--- config.mk ---
export PLATFORM = sky130hd
export DESIGN_NAME = branch_predict_unit_flat
export DESIGN_NICKNAME = d
export VERILOG_FILES = /design/src/rtl/branch_predict_unit_if.sv /design/src/rtl/branch_predict_unit.sv /design/src/flat_wrapper.sv
export SDC_FILE = /design/constraint.sdc
export NUM_CORES = 1
export LEC_CHECK = 0
export CORE_MARGIN = 4
export CORE_UTILIZATION = 55
export CTS_BUF_LIST = sky130_fd_sc_hd__clkbuf_2 sky130_fd_sc_hd__clkbuf_4 sky130_fd_sc_hd__clkbuf_8
export CTS_CLUSTER_SIZE = 12
export DETAILED_ROUTE_END_ITERATION = 12
export GPL_TIMING_DRIVEN = 0
export PLACE_DENSITY_LB_ADDON = 0.25
export SETUP_SLACK_MARGIN = 0.1
export SYNTH_ARGS = -nofsm -noshare
export SYNTH_HDL_FRONTEND = slang
export SYNTH_SLANG_ARGS = --single-unit
--- constraint.sdc ---
create_clock -name clk -period 4.29 [get_ports clk]
set_input_delay 0.429 -clock clk [delete_from_list [all_inputs] [get_ports clk]]
set_output_delay 0.429 -clock clk [all_outputs]
set_load 0.02 [all_outputs]
--- src/rtl/branch_predict_unit_if.sv ---
// Signal bundle between the fetch/EX pipeline and branch_predict_unit.
// master: pipeline side (drives fetch PC and EX fields).
// slave : the predictor/resolver (drives prediction, redirect and halt state).
interface branch_predict_unit_if #(
   parameter int PC_W = 9
);
   // Fetch-stage lookup
   logic [PC_W-1:0] fetch_pc;
   logic            pred_taken;
   logic [PC_W-1:0] pred_target;

   // EX-stage instruction
   logic            ex_valid;
   logic [PC_W-1:0] ex_pc;
   logic [31:0]     ex_imm;
   logic            ex_branch;
   logic [31:0]     ex_alu_result;
   logic            ex_jalr;
   logic            ex_halt;
   logic            ex_pred_taken;
   logic [PC_W-1:0] ex_pred_target;

   // Resolution results
   logic [31:0]     pc_four;
   logic [31:0]     pc_imm;
   logic            redirect;
   logic [31:0]     redirect_pc;
   logic            flush;
   logic            halted;

   modport master (
      output fetch_pc, ex_valid, ex_pc, ex_imm, ex_branch, ex_alu_result,
             ex_jalr, ex_halt, ex_pred_taken, ex_pred_target,
      input  pred_taken, pred_target, pc_four, pc_imm, redirect,
             redirect_pc, flush, halted
   );

   modport slave (
      input  fetch_pc, ex_valid, ex_pc, ex_imm, ex_branch, ex_alu_result,
             ex_jalr, ex_halt, ex_pred_taken, ex_pred_target,
      output pred_taken, pred_target, pc_four, pc_imm, redirect,
             redirect_pc, flush, halted
   );
endinterface

--- src/rtl/branch_predict_unit.sv ---
// Branch predict unit: direct-mapped branch target table with 2-bit
// saturating counters for fetch prediction, plus EX-stage resolution of
// branch/JAL/JALR/halt that drives the PC redirect and pipeline flush.
// A retired halt parks the unit in a sticky HALTED state until reset.
// Optional macro BRU_STATS_EN adds branch/mispredict event counters.
module branch_predict_unit #(
   parameter int         PC_W     = 9,
   parameter int         IDX_W    = 4,
   parameter logic [1:0] CNT_INIT = 2'b01
) (
   input logic                  clk,
   input logic                  reset_n,
   branch_predict_unit_if.slave bus
`ifdef BRU_STATS_EN
   ,
   output logic [31:0]          stat_branches,
   output logic [31:0]          stat_mispredicts
`endif
);

   localparam int N     = 1 << IDX_W;
   localparam int TAG_W = PC_W - IDX_W - 2;

   typedef enum logic {ST_RUN, ST_HALTED} state_e;

   state_e          state_q, state_d;
   logic [PC_W-1:0] halt_pc_q, halt_pc_d;

   // Table storage: valid/counter are reset, tag/target are payload only.
   logic [N-1:0]     valid_q;
   logic [1:0]       cnt_q [N];
   logic [TAG_W-1:0] tag_q [N];
   logic [PC_W-1:0]  tgt_q [N];

   logic [IDX_W-1:0] f_idx;
   logic [TAG_W-1:0] f_tag;
   logic             f_hit;

   logic [31:0] ex_pc_ext, pc_four, pc_imm, target, redirect_pc;
   logic        taken, mispredict, run_ex, upd_en, redirect;

   logic [IDX_W-1:0] u_idx;
   logic [TAG_W-1:0] u_tag;
   logic             u_hit;
   logic [1:0]       u_cnt_d;
   logic [PC_W-1:0]  u_tgt_d;
   logic             u_tgt_we;

   // Fetch lookup: always reads the pre-update table contents.
   always_comb begin
      f_idx           = bus.fetch_pc[IDX_W+1:2];
      f_tag           = bus.fetch_pc[PC_W-1:IDX_W+2];
      f_hit           = valid_q[f_idx] && (tag_q[f_idx] == f_tag);
      bus.pred_taken  = (state_q == ST_RUN) && f_hit && cnt_q[f_idx][1];
      bus.pred_target = tgt_q[f_idx];
   end

   // EX resolution: outcome, target, mispredict and redirect.
   always_comb begin
      // NOTE: every output gets a default up front so no path can infer a latch.
      redirect    = 1'b0;
      ex_pc_ext   = {{(32-PC_W){1'b0}}, bus.ex_pc};
      pc_four     = ex_pc_ext + 32'd4;
      pc_imm      = ex_pc_ext + bus.ex_imm;
      taken       = bus.ex_jalr | (bus.ex_branch & bus.ex_alu_result[0]);
      target      = bus.ex_jalr ? bus.ex_alu_result : pc_imm;
      mispredict  = (taken != bus.ex_pred_taken) |
                    (taken & (target[PC_W-1:0] != bus.ex_pred_target));
      run_ex      = (state_q == ST_RUN) & bus.ex_valid;
      upd_en      = run_ex & ~bus.ex_halt & (bus.ex_branch | bus.ex_jalr);
      redirect_pc = bus.ex_halt ? ex_pc_ext : (taken ? target : pc_four);

      if (state_q == ST_HALTED) begin
         redirect    = 1'b1;
         redirect_pc = {{(32-PC_W){1'b0}}, halt_pc_q};
      end else if (bus.ex_valid) begin
         redirect = mispredict | bus.ex_halt;
      end

      bus.pc_four     = pc_four;
      bus.pc_imm      = pc_imm;
      bus.redirect    = redirect;
      bus.redirect_pc = redirect_pc;
      bus.flush       = redirect;
      bus.halted      = (state_q == ST_HALTED);
   end

   // Next contents of the table entry addressed by the EX instruction.
   always_comb begin
      u_idx    = bus.ex_pc[IDX_W+1:2];
      u_tag    = bus.ex_pc[PC_W-1:IDX_W+2];
      u_hit    = valid_q[u_idx] && (tag_q[u_idx] == u_tag);
      u_cnt_d  = cnt_q[u_idx];
      u_tgt_d  = target[PC_W-1:0];
      u_tgt_we = taken;
      if (u_hit) begin
         if (taken) begin
            u_cnt_d = (cnt_q[u_idx] == 2'b11) ? 2'b11 : cnt_q[u_idx] + 2'd1;
         end else begin
            u_cnt_d = (cnt_q[u_idx] == 2'b00) ? 2'b00 : cnt_q[u_idx] - 2'd1;
         end
      end else begin
         u_cnt_d  = taken ? 2'b10 : CNT_INIT;
         u_tgt_we = 1'b1;
         u_tgt_d  = taken ? target[PC_W-1:0] : pc_four[PC_W-1:0];
      end
   end

   // Run/halt FSM next state; halt_pc captured on the halting edge.
   always_comb begin
      state_d   = state_q;
      halt_pc_d = halt_pc_q;
      if ((state_q == ST_RUN) && bus.ex_valid && bus.ex_halt) begin
         state_d   = ST_HALTED;
         halt_pc_d = bus.ex_pc;
      end
   end

   // Run/halt FSM registers; HALTED is left only through reset.
   always_ff @(posedge clk or negedge reset_n) begin
      // NOTE: sequential state uses non-blocking assignments so every flop samples pre-edge values.
      if (!reset_n) begin
         state_q   <= ST_RUN;
         halt_pc_q <= '0;
      end else begin
         state_q   <= state_d;
         halt_pc_q <= halt_pc_d;
      end
   end

   // Valid bits and counters: cleared by reset, updated on resolved branches.
   always_ff @(posedge clk or negedge reset_n) begin
      if (!reset_n) begin
         valid_q <= '0;
         for (int i = 0; i < N; i++) cnt_q[i] <= CNT_INIT;
      end else if (upd_en) begin
         valid_q[u_idx] <= 1'b1;
         cnt_q[u_idx]   <= u_cnt_d;
      end
   end

   // Tag/target payload written alongside the valid/counter update.
   // NOTE: payload is meaningless while valid=0, so it has no reset and maps onto plain RAM.
   always_ff @(posedge clk) begin
      if (upd_en) begin
         tag_q[u_idx] <= u_tag;
         if (u_tgt_we) tgt_q[u_idx] <= u_tgt_d;
      end
   end

`ifdef BRU_STATS_EN
   logic [31:0] stat_br_q, stat_br_d, stat_mp_q, stat_mp_d;

   // Event counters; both stop moving once HALTED since upd_en/run_ex drop.
   always_comb begin
      stat_br_d = stat_br_q + {31'd0, upd_en};
      stat_mp_d = stat_mp_q + {31'd0, run_ex & ~bus.ex_halt & mispredict};
   end

   // Event counter registers, wrapping modulo 2**32.
   always_ff @(posedge clk or negedge reset_n) begin
      if (!reset_n) begin
         stat_br_q <= '0;
         stat_mp_q <= '0;
      end else begin
         stat_br_q <= stat_br_d;
         stat_mp_q <= stat_mp_d;
      end
   end

   assign stat_branches    = stat_br_q;
   assign stat_mispredicts = stat_mp_q;
`endif

endmodule

--- src/flat_wrapper.sv ---
// flat-port wrapper written by rule: the top's interface ports become plain ports
module branch_predict_unit_flat 
#(
   parameter int         PC_W     = 9,
   parameter int         IDX_W    = 4,
   parameter logic [1:0] CNT_INIT = 2'b01
)
  (clk, reset_n, bus_fetch_pc, bus_ex_valid, bus_ex_pc, bus_ex_imm, bus_ex_branch, bus_ex_alu_result, bus_ex_jalr, bus_ex_halt, bus_ex_pred_taken, bus_ex_pred_target, bus_pred_taken, bus_pred_target, bus_pc_four, bus_pc_imm, bus_redirect, bus_redirect_pc, bus_flush, bus_halted);
  branch_predict_unit_if #(.PC_W(PC_W)) bus_i ();
  input logic clk;
  input logic reset_n;
  input wire logic [$bits(bus_i.fetch_pc)-1:0] bus_fetch_pc;
  input wire logic [$bits(bus_i.ex_valid)-1:0] bus_ex_valid;
  input wire logic [$bits(bus_i.ex_pc)-1:0] bus_ex_pc;
  input wire logic [$bits(bus_i.ex_imm)-1:0] bus_ex_imm;
  input wire logic [$bits(bus_i.ex_branch)-1:0] bus_ex_branch;
  input wire logic [$bits(bus_i.ex_alu_result)-1:0] bus_ex_alu_result;
  input wire logic [$bits(bus_i.ex_jalr)-1:0] bus_ex_jalr;
  input wire logic [$bits(bus_i.ex_halt)-1:0] bus_ex_halt;
  input wire logic [$bits(bus_i.ex_pred_taken)-1:0] bus_ex_pred_taken;
  input wire logic [$bits(bus_i.ex_pred_target)-1:0] bus_ex_pred_target;
  output wire logic [$bits(bus_i.pred_taken)-1:0] bus_pred_taken;
  output wire logic [$bits(bus_i.pred_target)-1:0] bus_pred_target;
  output wire logic [$bits(bus_i.pc_four)-1:0] bus_pc_four;
  output wire logic [$bits(bus_i.pc_imm)-1:0] bus_pc_imm;
  output wire logic [$bits(bus_i.redirect)-1:0] bus_redirect;
  output wire logic [$bits(bus_i.redirect_pc)-1:0] bus_redirect_pc;
  output wire logic [$bits(bus_i.flush)-1:0] bus_flush;
  output wire logic [$bits(bus_i.halted)-1:0] bus_halted;
  assign bus_i.fetch_pc = bus_fetch_pc;
  assign bus_i.ex_valid = bus_ex_valid;
  assign bus_i.ex_pc = bus_ex_pc;
  assign bus_i.ex_imm = bus_ex_imm;
  assign bus_i.ex_branch = bus_ex_branch;
  assign bus_i.ex_alu_result = bus_ex_alu_result;
  assign bus_i.ex_jalr = bus_ex_jalr;
  assign bus_i.ex_halt = bus_ex_halt;
  assign bus_i.ex_pred_taken = bus_ex_pred_taken;
  assign bus_i.ex_pred_target = bus_ex_pred_target;
  assign bus_pred_taken = bus_i.pred_taken;
  assign bus_pred_target = bus_i.pred_target;
  assign bus_pc_four = bus_i.pc_four;
  assign bus_pc_imm = bus_i.pc_imm;
  assign bus_redirect = bus_i.redirect;
  assign bus_redirect_pc = bus_i.redirect_pc;
  assign bus_flush = bus_i.flush;
  assign bus_halted = bus_i.halted;
  branch_predict_unit #(.PC_W(PC_W), .IDX_W(IDX_W), .CNT_INIT(CNT_INIT)) u_core (.clk(clk), .reset_n(reset_n), .bus(bus_i));
endmodule
==> flow_results.org <==
** Drt
- Once detail routing completed, the nets flagged for antenna violations numbered 0.
- Wire segments on met2 add up to 20,200 um in the final route.
- Top metal layer carrying routed signals :: met4
- For this run, design rule violations remaining after detail routing come to 0.
- Routed wire length per instance :: 25.4 um
- Via count :: 10,500
- After detailed routing, the number of vias per cell comes to 6.40.
- Met3 wire length :: 4580 um
- Wire length on met1 :: 14,900 um
- Violation count after the first detailed-routing iteration :: 1,094
- Number of detailed-routing iterations run before antenna repair :: 5
- WL final :: 41,700 um

** Cells and area
- In the final design database the tool counted 1,397 nets.
- Most frequent standard cell in the layout excluding fill and tap cells :: sky130_fd_sc_hd__edfxtp_1
- The finished cells cover 16,900 um2.
- Commonest cells after routing, fill and taps aside :: sky130_fd_sc_hd__edfxtp_1 (192), sky130_fd_sc_hd__clkdlybuf4s50_1 (140), sky130_fd_sc_hd__nand2_1 (97)
- Of the cells placed in the final design, the portion with a size suffix greater than 1 is 21.3%.
- Syn-to-layout area delta :: 24.8%
- Number of diodes :: 0

** STA
- Fin Clk Skew :: 0.0232 ns
- Final Cycle Share :: 98.6%
- Hold is met by 0.00544 ns.
- Final Critical Period :: 4.23 ns
- RSZ-0062 raised after global routing :: yes
- The number of failing hold endpoints at the final stage came to 0.
- Measured against its own limit, the worst slew margin works out to 12.0%.
- Max Freq :: 236 MHz
- Setup violations remaining at the end of the flow were counted as 0.
- Max-slew violation count :: 0
- At the pin with the least slew margin, the transition time is 1.32 ns.

** Critical path
- Path length in cells of the critical path :: 10
- Data on the critical path is required at its endpoint by 4.45 ns.
- Worst Setup End Kind :: flip-flop
- Worst Path Max Fanout :: 10
- Category of the critical setup timing path :: in2reg
- Measured in cells, the most critical reg-to-reg path has a length of 7.
- Startpoint class of the critical path :: input pin
- Data arrives at the worst endpoint at 4.39 ns.
- Counting both buffers and inverters, the worst setup path holds a total of 4.
- On the worst path, the slowest cell contributes a delay of 0.82 ns.
- Standard cell with the maximum stage delay on the critical path :: sky130_fd_sc_hd__a21oi_1
- Largest delay contributor family on the critical path :: compound AO/OA/AOI/OAI gates
- Traced cell by cell, the critical path runs through clkdlybuf4s50_1, buf_2, buf_2, mux4_1, nor2_1, nor4b_1, o31ai_1, nor2_1, buf_4, a21oi_1.

** Power and ir drop
- Total leakage power :: 6.50 nW
- Post-route total power :: 5.82 mW
- For this design the ratio of total power to cell area is 345 nW/um2.
- Highest ir drop seen on vdd :: 0.000185 V

** Outcome
- Status :: complete, no violations

** Global route
- Pin count of the biggest net entering global routing :: 38
- Summed over all layers, the global routing overflow is 0.
- Wire length of the first global-routing pass :: 62,400 um
- Initial antenna violation count :: 0
- The number of global-route vias before repair is 10,700.
- Overall global routing resource usage :: 30.8%

** Clocking
- Sinks on Clock Net :: 250
- After clock tree synthesis, the clock-pin slew on the worst setup and hold paths is 0.05 ns.
- CTS Root Buffer Type :: sky130_fd_sc_hd__clkbuf_8
- Clock tree from TritonCTS :: yes
- The clock passes through at most 3 buffers.
- The later pin in the worst-skew pair is clocked with a latency of 0.55 ns.
- The H-tree was split into 2 levels.
- Number of CTS-inserted buffers :: 41

** Die
- Die outline height :: 165 um
- During I/O placement, the number of pins put on the boundary was 207.
- Placement row count :: 57
- Die width :: 165 um
- Area of the core region :: 24,200 um2
- Initial core utilization :: 55.8%
- Die footprint :: 27,200 um2

** Placed design
- Routability congestion estimate :: 0.936
- The count of buffers added on input and output ports is 181.
- Cell area after placement :: 15,800 um2
- The wire-length estimate of the detail-placed layout is 31,100 um.

** Synthesis
- Number of warnings reported in the yosys synthesis log :: 0
- Count of flip-flops with a built-in enable after synthesis :: 192
- The synthesized netlist devotes 10.4% of its cell area to compound gates.
- Mapped cell area :: 13,500 um2
- The synthesized netlist devotes 2.62% of its cell area to XOR and XNOR gates.
- Dominant combinational cell family by area after synthesis :: multiplexers
- For this run, the register share of the synthesized area comes to 53.5%.
- The most used flip-flop cell after synthesis is sky130_fd_sc_hd__edfxtp_1.
- After synthesis the netlist holds a flip-flop and latch count of 250.
- Average size of a mapped cell :: 13.1 um2
- Of the total synthesized cell area, the portion taken by AND, OR, NAND and NOR gates is 10.6%.
- Arithmetic-cell share of the synthesized area counting full adders, half adders and majority gates :: 1.35%
- In the synthesized netlist, mux cells make up 16.7% of the area.
- After technology mapping, the gate count stands at 1,034.
- Async S/R FF share, synth :: 23.2%
- The netlist uses 72 different library cells.

** Worst hold path
- The path class of the tightest hold or removal check is in2async.

** Flow run
- Max-cap violations in this run came to 0.
## logic make-up (layout without fill, tap and decap cells)
group,after synthesis,count (layout)
AO/OA/AOI/OAI,202,202
XOR/XNOR,38,38
adder cells (fa/ha/maj),14,14
buffers and inverters,132,392
flip-flops,250,250
multiplexers,112,112
other,1,22
AND/OR/NAND/NOR,285,285
## area by class of cell
type / instances / area (um2)
buffer: 94 / 543
sequential: 250 / 7240
tap: 324 / 405
inverter: 36 / 135
timing repair buffer: 189 / 1870
multi-input combinational: 673 / 5880
fill: 1748 / 7350
clock inverter: 18 / 138
clock buffer: 55 / 682
## where the power goes
group / leakage (nW) / internal, mW / total [mW] / switching (mW)
combinational: 3.61 / 0.430 / 1.02 / 0.590
clock: 0.435 / 1.16 / 2.10 / 0.944
sequential: 2.46 / 2.68 / 2.70 / 0.0175
total: 6.50 / 4.27 / 5.82 / 1.55
## worst register-to-register path: cells and delay by family (launching register included)
| family | cells | cell delay, ns |
|---|---|---|
| buffers and inverters | 1 | 0.31 |
| and+or+nand+nor | 3 | 0.64 |
| muxes | 1 | 0.55 |
| AOI/OAI and AO/OA | 2 | 1.50 |
| DFF | 1 | 0.42 |
## final timing paths
kind	slack [ns]	from	endpoint
worst min register to register	0.47	u_core.cnt_q[12]$_DFFE_PN1P_	u_core.cnt_q[12]$_DFFE_PN1P_
min in group clk	0.32	bus_ex_pc[0]	u_core.halt_pc_q[0]$_DFFE_PN0P_
worst max-delay path	0.06	bus_ex_pc[5]	u_core.tgt_q[7][4]$_DFFE_PP_
worst max register to register	0.49	u_core.tag_q[3][1]$_DFFE_PP_	u_core.tgt_q[7][4]$_DFFE_PP_
worst min-delay path	0.005	reset_n	u_core.valid_q[4]$_DFFE_PN0P_
max in group asynchronous	3.54	reset_n	u_core.cnt_q[8]$_DFFE_PN1P_
## cell usage after synthesis, drive strengths merged, types with 25 or more instances
library cell / instances / share of area (%)
edfxtp: 192 / 43
nand2: 97 / 2.7
mux4: 86 / 15
buf: 56 / 2.7
nor2: 47 / 1.3
o21ai: 43 / 1.6
dfrtp: 42 / 7.8
a21oi: 40 / 1.6
clkbuf: 40 / 1.1
inv: 36 / 1.0
nand3: 35 / 1.3
nand2b: 27 / 1.2
o31ai: 27 / 1.5
nand4: 25 / 1.2
## state kept, by name, indices dropped and copies added, names as in the netlist
register           count
u_core.halt_pc_q       9
u_core.bus.halted      1
u_core.valid_q        16
u_core.tgt_q         144
u_core.tag_q          48
u_core.cnt_q          32
## per-layer routing
layer	vias up	global-route usage [%]
met1	5162	39.0
met2	700	50.8
met4	0	12.4
met3	122	8.11
li1	4499	-
met5	-	0
## metrics by stage
stage | util (%) | instances | setup slack, ns | setup TNS [ns]
3_3_place_gp | 65.3 | 1560 | -0.936 | -171.18
3_5_place_dp | 65.4 | 1561 | -1.12 | -190.37
2_1_floorplan | - | 1055 | 0.974 | 0
4_1_cts | 69.3 | 1639 | 0.103 | 0
6_report | 69.7 | 1639 | 0.0607 | 0
5_1_grt | 69.7 | 1639 | -0.152 | -4.79
## what timing repair did
item / CTS / global route
setup endpoints to repair: 233 / 99
pin swaps: 4 / 4
endpoints found under the hold margin: 0 / 0
hold buffers: 0 / 0
resized for setup: 71 / 37
setup buffers: 5 / 2
(Power assumes the default switching activity.)
